--- src/rtl/sof_gen_param.sv ---
// SOF frame generator: sends NUM_SLOTS pattern slots of SLOT_CLKS clocks each,
// then a TAIL_CLKS idle-level guard, repeated back-to-back repeat_n times.
module sof_gen_param #(
    parameter int                   SLOT_CLKS       = 16,
    parameter int                   NUM_SLOTS       = 8,
    parameter int                   TAIL_CLKS       = 2,
    parameter logic [NUM_SLOTS-1:0] DEFAULT_PATTERN = NUM_SLOTS'(8'b1101_1110)
) (
    input  logic                 clk,
    input  logic                 rst,
    input  logic                 start,
    input  logic                 pattern_sel,
    input  logic [NUM_SLOTS-1:0] pattern_in,
    input  logic [3:0]           repeat_n,
    input  logic                 abort,
    output logic                 sof,
    output logic                 busy,
    output logic                 done,
    output logic                 aborted
);

    // One cycle counter serves both slot and tail phases, so size it for the longer one.
    localparam int CYC_MAX = (SLOT_CLKS > TAIL_CLKS) ? SLOT_CLKS : TAIL_CLKS;
    localparam int CYC_W   = $clog2(CYC_MAX);
    localparam int SLOT_W  = $clog2(NUM_SLOTS);

    localparam logic [CYC_W-1:0]  SLOT_LAST = CYC_W'(SLOT_CLKS - 1);
    localparam logic [CYC_W-1:0]  TAIL_LAST = CYC_W'((TAIL_CLKS > 0) ? TAIL_CLKS - 1 : 0);
    localparam logic [SLOT_W-1:0] LAST_SLOT = SLOT_W'(NUM_SLOTS - 1);

    typedef enum logic [1:0] {
        IDLE,
        SLOT,
        TAIL
    } state_t;

    state_t               state;
    logic [CYC_W-1:0]     cyc;
    logic [SLOT_W-1:0]    slot;
    logic [SLOT_W-1:0]    slot_nxt;
    logic [NUM_SLOTS-1:0] pat;
    logic [3:0]           rep;
    logic                 frame_end;

    assign slot_nxt = slot + SLOT_W'(1);

    // Last cycle of a frame: end of the tail, or end of the last slot when there is no tail.
    always_comb begin
        frame_end = 1'b0;
        if (state == TAIL && cyc == TAIL_LAST)
            frame_end = 1'b1;
        if (state == SLOT && cyc == SLOT_LAST && slot == LAST_SLOT && TAIL_CLKS == 0)
            frame_end = 1'b1;
    end

    // NOTE: all state and outputs update with <= so every branch sees pre-edge values.
    always_ff @(posedge clk or posedge rst) begin
        if (rst) begin
            state   <= IDLE;
            sof     <= 1'b1;
            busy    <= 1'b0;
            done    <= 1'b0;
            aborted <= 1'b0;
            cyc     <= '0;
            slot    <= '0;
            pat     <= DEFAULT_PATTERN;
            rep     <= 4'd1;
        end else begin
            done    <= 1'b0;
            aborted <= 1'b0;
            // Abort is checked first so it wins over completion on the final frame cycle.
            if (state != IDLE && abort) begin
                state   <= IDLE;
                sof     <= 1'b1;
                busy    <= 1'b0;
                aborted <= 1'b1;
            end else if (frame_end) begin
                cyc  <= '0;
                slot <= '0;
                if (rep > 4'd1) begin
                    rep   <= rep - 4'd1;
                    state <= SLOT;
                    sof   <= pat[0];
                end else begin
                    state <= IDLE;
                    sof   <= 1'b1;
                    busy  <= 1'b0;
                    done  <= 1'b1;
                end
            end else begin
                case (state)
                    IDLE: begin
                        if (start && !abort) begin
                            pat   <= pattern_sel ? pattern_in : DEFAULT_PATTERN;
                            rep   <= (repeat_n == 4'd0) ? 4'd1 : repeat_n;
                            cyc   <= '0;
                            slot  <= '0;
                            state <= SLOT;
                            busy  <= 1'b1;
                            sof   <= pattern_sel ? pattern_in[0] : DEFAULT_PATTERN[0];
                        end
                    end
                    SLOT: begin
                        if (cyc == SLOT_LAST) begin
                            cyc <= '0;
                            if (slot == LAST_SLOT) begin
                                state <= TAIL;
                                sof   <= 1'b1;
                            end else begin
                                slot <= slot_nxt;
                                sof  <= pat[slot_nxt];
                            end
                        end else begin
                            cyc <= cyc + CYC_W'(1);
                        end
                    end
                    TAIL: cyc <= cyc + CYC_W'(1);
                    default: state <= IDLE;
                endcase
            end
        end
    end

endmodule

--- config.mk ---
export PLATFORM = sky130hd
export DESIGN_NAME = sof_gen_param
export DESIGN_NICKNAME = d
export VERILOG_FILES = /design/src/rtl/sof_gen_param.sv
export SDC_FILE = /design/constraint.sdc
export NUM_CORES = 1
export LEC_CHECK = 0
export CELL_PAD_IN_SITES_DETAIL_PLACEMENT = 0
export CELL_PAD_IN_SITES_GLOBAL_PLACEMENT = 2
export CORE_AREA = 5 5 77 79
export CTS_CLUSTER_SIZE = 10
export DETAILED_ROUTE_END_ITERATION = 10
export DIE_AREA = 0 0 82 84
export GPL_ROUTABILITY_DRIVEN = 0
export HOLD_SLACK_MARGIN = 0.03
export PLACE_DENSITY_LB_ADDON = 0.1
export SLEW_MARGIN = 20
export SYNTH_ARGS = -nofsm -noshare
export SYNTH_HDL_FRONTEND = slang
export SYNTH_SLANG_ARGS = --single-unit
export TNS_END_PERCENT = 5
--- constraint.sdc ---
create_clock -name clk -period 2.1 [get_ports clk]
set_input_delay 0.42 -clock clk [delete_from_list [all_inputs] [get_ports clk]]
set_output_delay 0.42 -clock clk [all_outputs]
set_load 0.03 [all_outputs]
==> reports/qor.csv <==
stage,metric,value,unit
min_path,hp-class,in2async,
sta,drv_slew,0,
clock_tree,clkSinkCount,25,
sta,hold_viol_final,0,
run_status,status,completed,
clock_tree,clock_latency,0.27,ns
die,start_util,0.2861,
setup_path,crit_path_start,state[0],
setup_path,crit_fanout,5,
routing,wl,3712,um
setup_path,cp-start-kind,register,
global_route,grtUsageMet1,0.1620,
yosys,synth.top_cell.area_share,0.2822,
layout,antenna_cells,0,
flow_run,maxCapViolCount,0,
sta,max_slew.worst_pin.slew,0.3268,ns
setup_path,cp_slowest_stage_delay,0.41,ns
global_route,first_global_vias,1416,
global_route,grt_max_degree,26,
yosys,synth_commonest_cells,"17 x dfrtp_1, 15 x inv_1, 12 x ha_1, 12 x o21ai_0, 11 x nor2_1",
layout,final_area,1973,sq um
sta,finClkSkew,0.002271,ns
setup_path,cp-end-kind,register,
pwr,vdd_drop_max,342.1,uV
pwr,power_density,1208,nW/um^2
routing,drt_drc_violations_left,0,
layout,area_growth,30.87,%
die,pin_count,21,
layout,postLayoutCoreUtil,0.3744,
sta,holdWs,0.4861,ns
global_route,grt_pass1_wl,6472,um
die,num_rows,27,
global_route,use_met3,0.01944,
routing,wl_per_cell,14.11,um
setup_path,critPathRequiredTime,2.27,ns
sta,rsz0062_at_grt,no,
layout,drive_gt1_frac,0.2251,
routing,ant_nets,0,
layout,fill_cells,564,
setup_path,crit_type,reg2reg,
setup_path,arrival,2.18,ns
yosys,avgSynthCellArea,9.665,sq um
routing,routed_via_density,4.996,
yosys,netlist_instances,156,
clock_tree,clk_path_buf_depth,2,
placed_design,dp_hpwl,2824,um
yosys,yosys.cell_count.top_type,dfrtp_1,
die,core,5270,sq um
yosys,synthTopCellsByArea,"dfrtp_1 28%, dfstp_2 14%, ha_1 10%, o21ai_0 4.0%, inv_1 3.7%",
layout,nets,221,
global_route,grt_antenna_before_repair,0,
yosys,synth_seq_cells,25,
layout,seq_area,635.6,sq um
placed_design,placed_cell_area,1878,sq um
routing,first_iter_violations,52,
setup_path,critPathSlowestCell,dfrtp_1,
sta,setup_viol,0,
clock_tree,hold_buffers,0,
clock_tree,h-tree-depth,1,
yosys,syn_area,1508,sq um
pwr,p_leak,0.0008388,uW
yosys,ys_seq_area_frac,0.4216,
routing,num_vias,1314,
global_route,grt.total_usage,0.1192,
die,dieArea,6888,sq um
yosys,ys.flop_type,dfrtp_1,
global_route,grt.overflow.total,0,
routing,drtPass1Iterations,4,
yosys,synth-edff-count,0,
die,die_h,84,um
yosys,synth-warning-count,0,
clock_tree,numCtsBuffers,3,
placed_design,port_buffers,20,
clock_tree,cts_tree,yes,
clock_tree,root_buffer,clkbuf_8,
sta,fin_crit_sh,0.9577,
global_route,met2_usage,0.1903,
sta,min_period,2.011,ns
setup_path,crit_path_cell_trace,buf_4 -> ha_1 -> or2b_1 -> a221oi_1 -> o21ai_0 -> mux2_2,
die,die_w,82,um
yosys,synthArstFlopShare,1.000,
global_route,top_usage_layer,met2,
layout,multi_input_area,810.8,sq um
clock_tree,clk_pin_slew,0.09,ns
yosys,ys_types,39,
yosys,synth_top_area_cell,dfrtp_1,
setup_path,regToRegStartpoint,state[0],
yosys,syn-num-nets,185,
sta,fmax,497.2,MHz
sta,slew_headroom,0.7815,
registers in the layout, indices dropped and copies added (netlist names), 2 cells and up:
register	flops
cyc	4
pat	8
rep	4
slot	3
state	2
area by class of cell:
class / count / share of cell area
clock inverter: 1 / 0.002536
timing repair buffer: 37 / 0.1661
tap: 72 / 0.04566
multi-input combinational: 109 / 0.4109
clock buffer: 3 / 0.02093
sequential: 25 / 0.3221
inverter: 16 / 0.03171
worst max-delay path: cells and delay by family (launching register included):
kind            cells  cell delay, ns
flops               1            0.41
buf+inv             1            0.15
fa+ha+maj           1            0.25
compound gates      2            0.52
simple gates        1            0.27
mux                 1            0.30
report_power, final:
group / switching [uW] / total [uW] / internal, uW
logic: 638 / 1240 / 602
clock network: 162 / 295 / 133
registers: 134 / 848 / 714
total: 934 / 2380 / 1450
path summary, 6_finish.rpt:
kind	endpoint	slack (ns)	depth (start not counted)
min in group clk	pat[6]	0.50	2
setup reg to reg	slot[0]	0.09	6
max in group asynchronous	sof	1.32	3
setup / recovery	slot[0]	0.09	6
hold / removal	rep[1]	0.49	3
hold reg to reg	pat[6]	0.50	2
timing repair:
item / 4_1_cts / 5_1_grt
setup buffers: 0 / 2
gates resized for setup: 0 / 9
endpoints found under the setup margin: 0 / 10
kinds of logic (layout without fill, tap and decap cells):
group,count (synthesis),count (layout),synth area share
AND/OR/NAND/NOR,48,48,0.1776
AO/OA/AOI/OAI,46,46,0.2008
flip-flops,25,25,0.4216
buffers and inverters,22,57,0.06307
adder cells (fa/ha/maj),12,12,0.09958
multiplexers,3,3,0.03734
cell usage in the layout, fill, tap and decap left out, drive strengths merged, types with 2 or more instances in the layout:
cell type      Yosys  layout
ha                12      12
nand3              9       9
nor3               3       3
inv               16      16
a221oi             4       4
buf                3      17
a22o               2       2
dfrtp             17      17
o41ai              2       2
a21oi              9       9
or3                2       2
mux4               2       2
a31oi              8       8
nand2              9       9
o21ai             12      12
nor2              11      11
clkdlybuf4s50      0      20
o211ai             2       2
a21o               2       2
nand2b             4       4
nand4              2       2
clkbuf             3       3
dfstp              8       8
per-stage QoR:
| step | std cells | setup TNS [ns] | total power (uW) | setup slack [ns] |
|---|---|---|---|---|
| 2_1_floorplan | 156 | 0 | 1605 | 0.09084 |
| 6_report | 263 | 0 | 2383 | 0.08882 |
| 3_3_place_gp | 257 | -0.02914 | 2000 | -0.02914 |
| 4_1_cts | 261 | 0 | 2327 | 0.02082 |
| 3_5_place_dp | 257 | -0.1757 | 2017 | -0.07652 |
| 5_1_grt | 263 | 0 | 2594 | 0.01040 |
metal layers:
metal	share of wire	vias to the layer above
met4	0.019	0
met5	0	-
met2	0.48	25
li1	-	645
met1	0.48	636
met3	0.027	8
(Power assumes the default switching activity.)
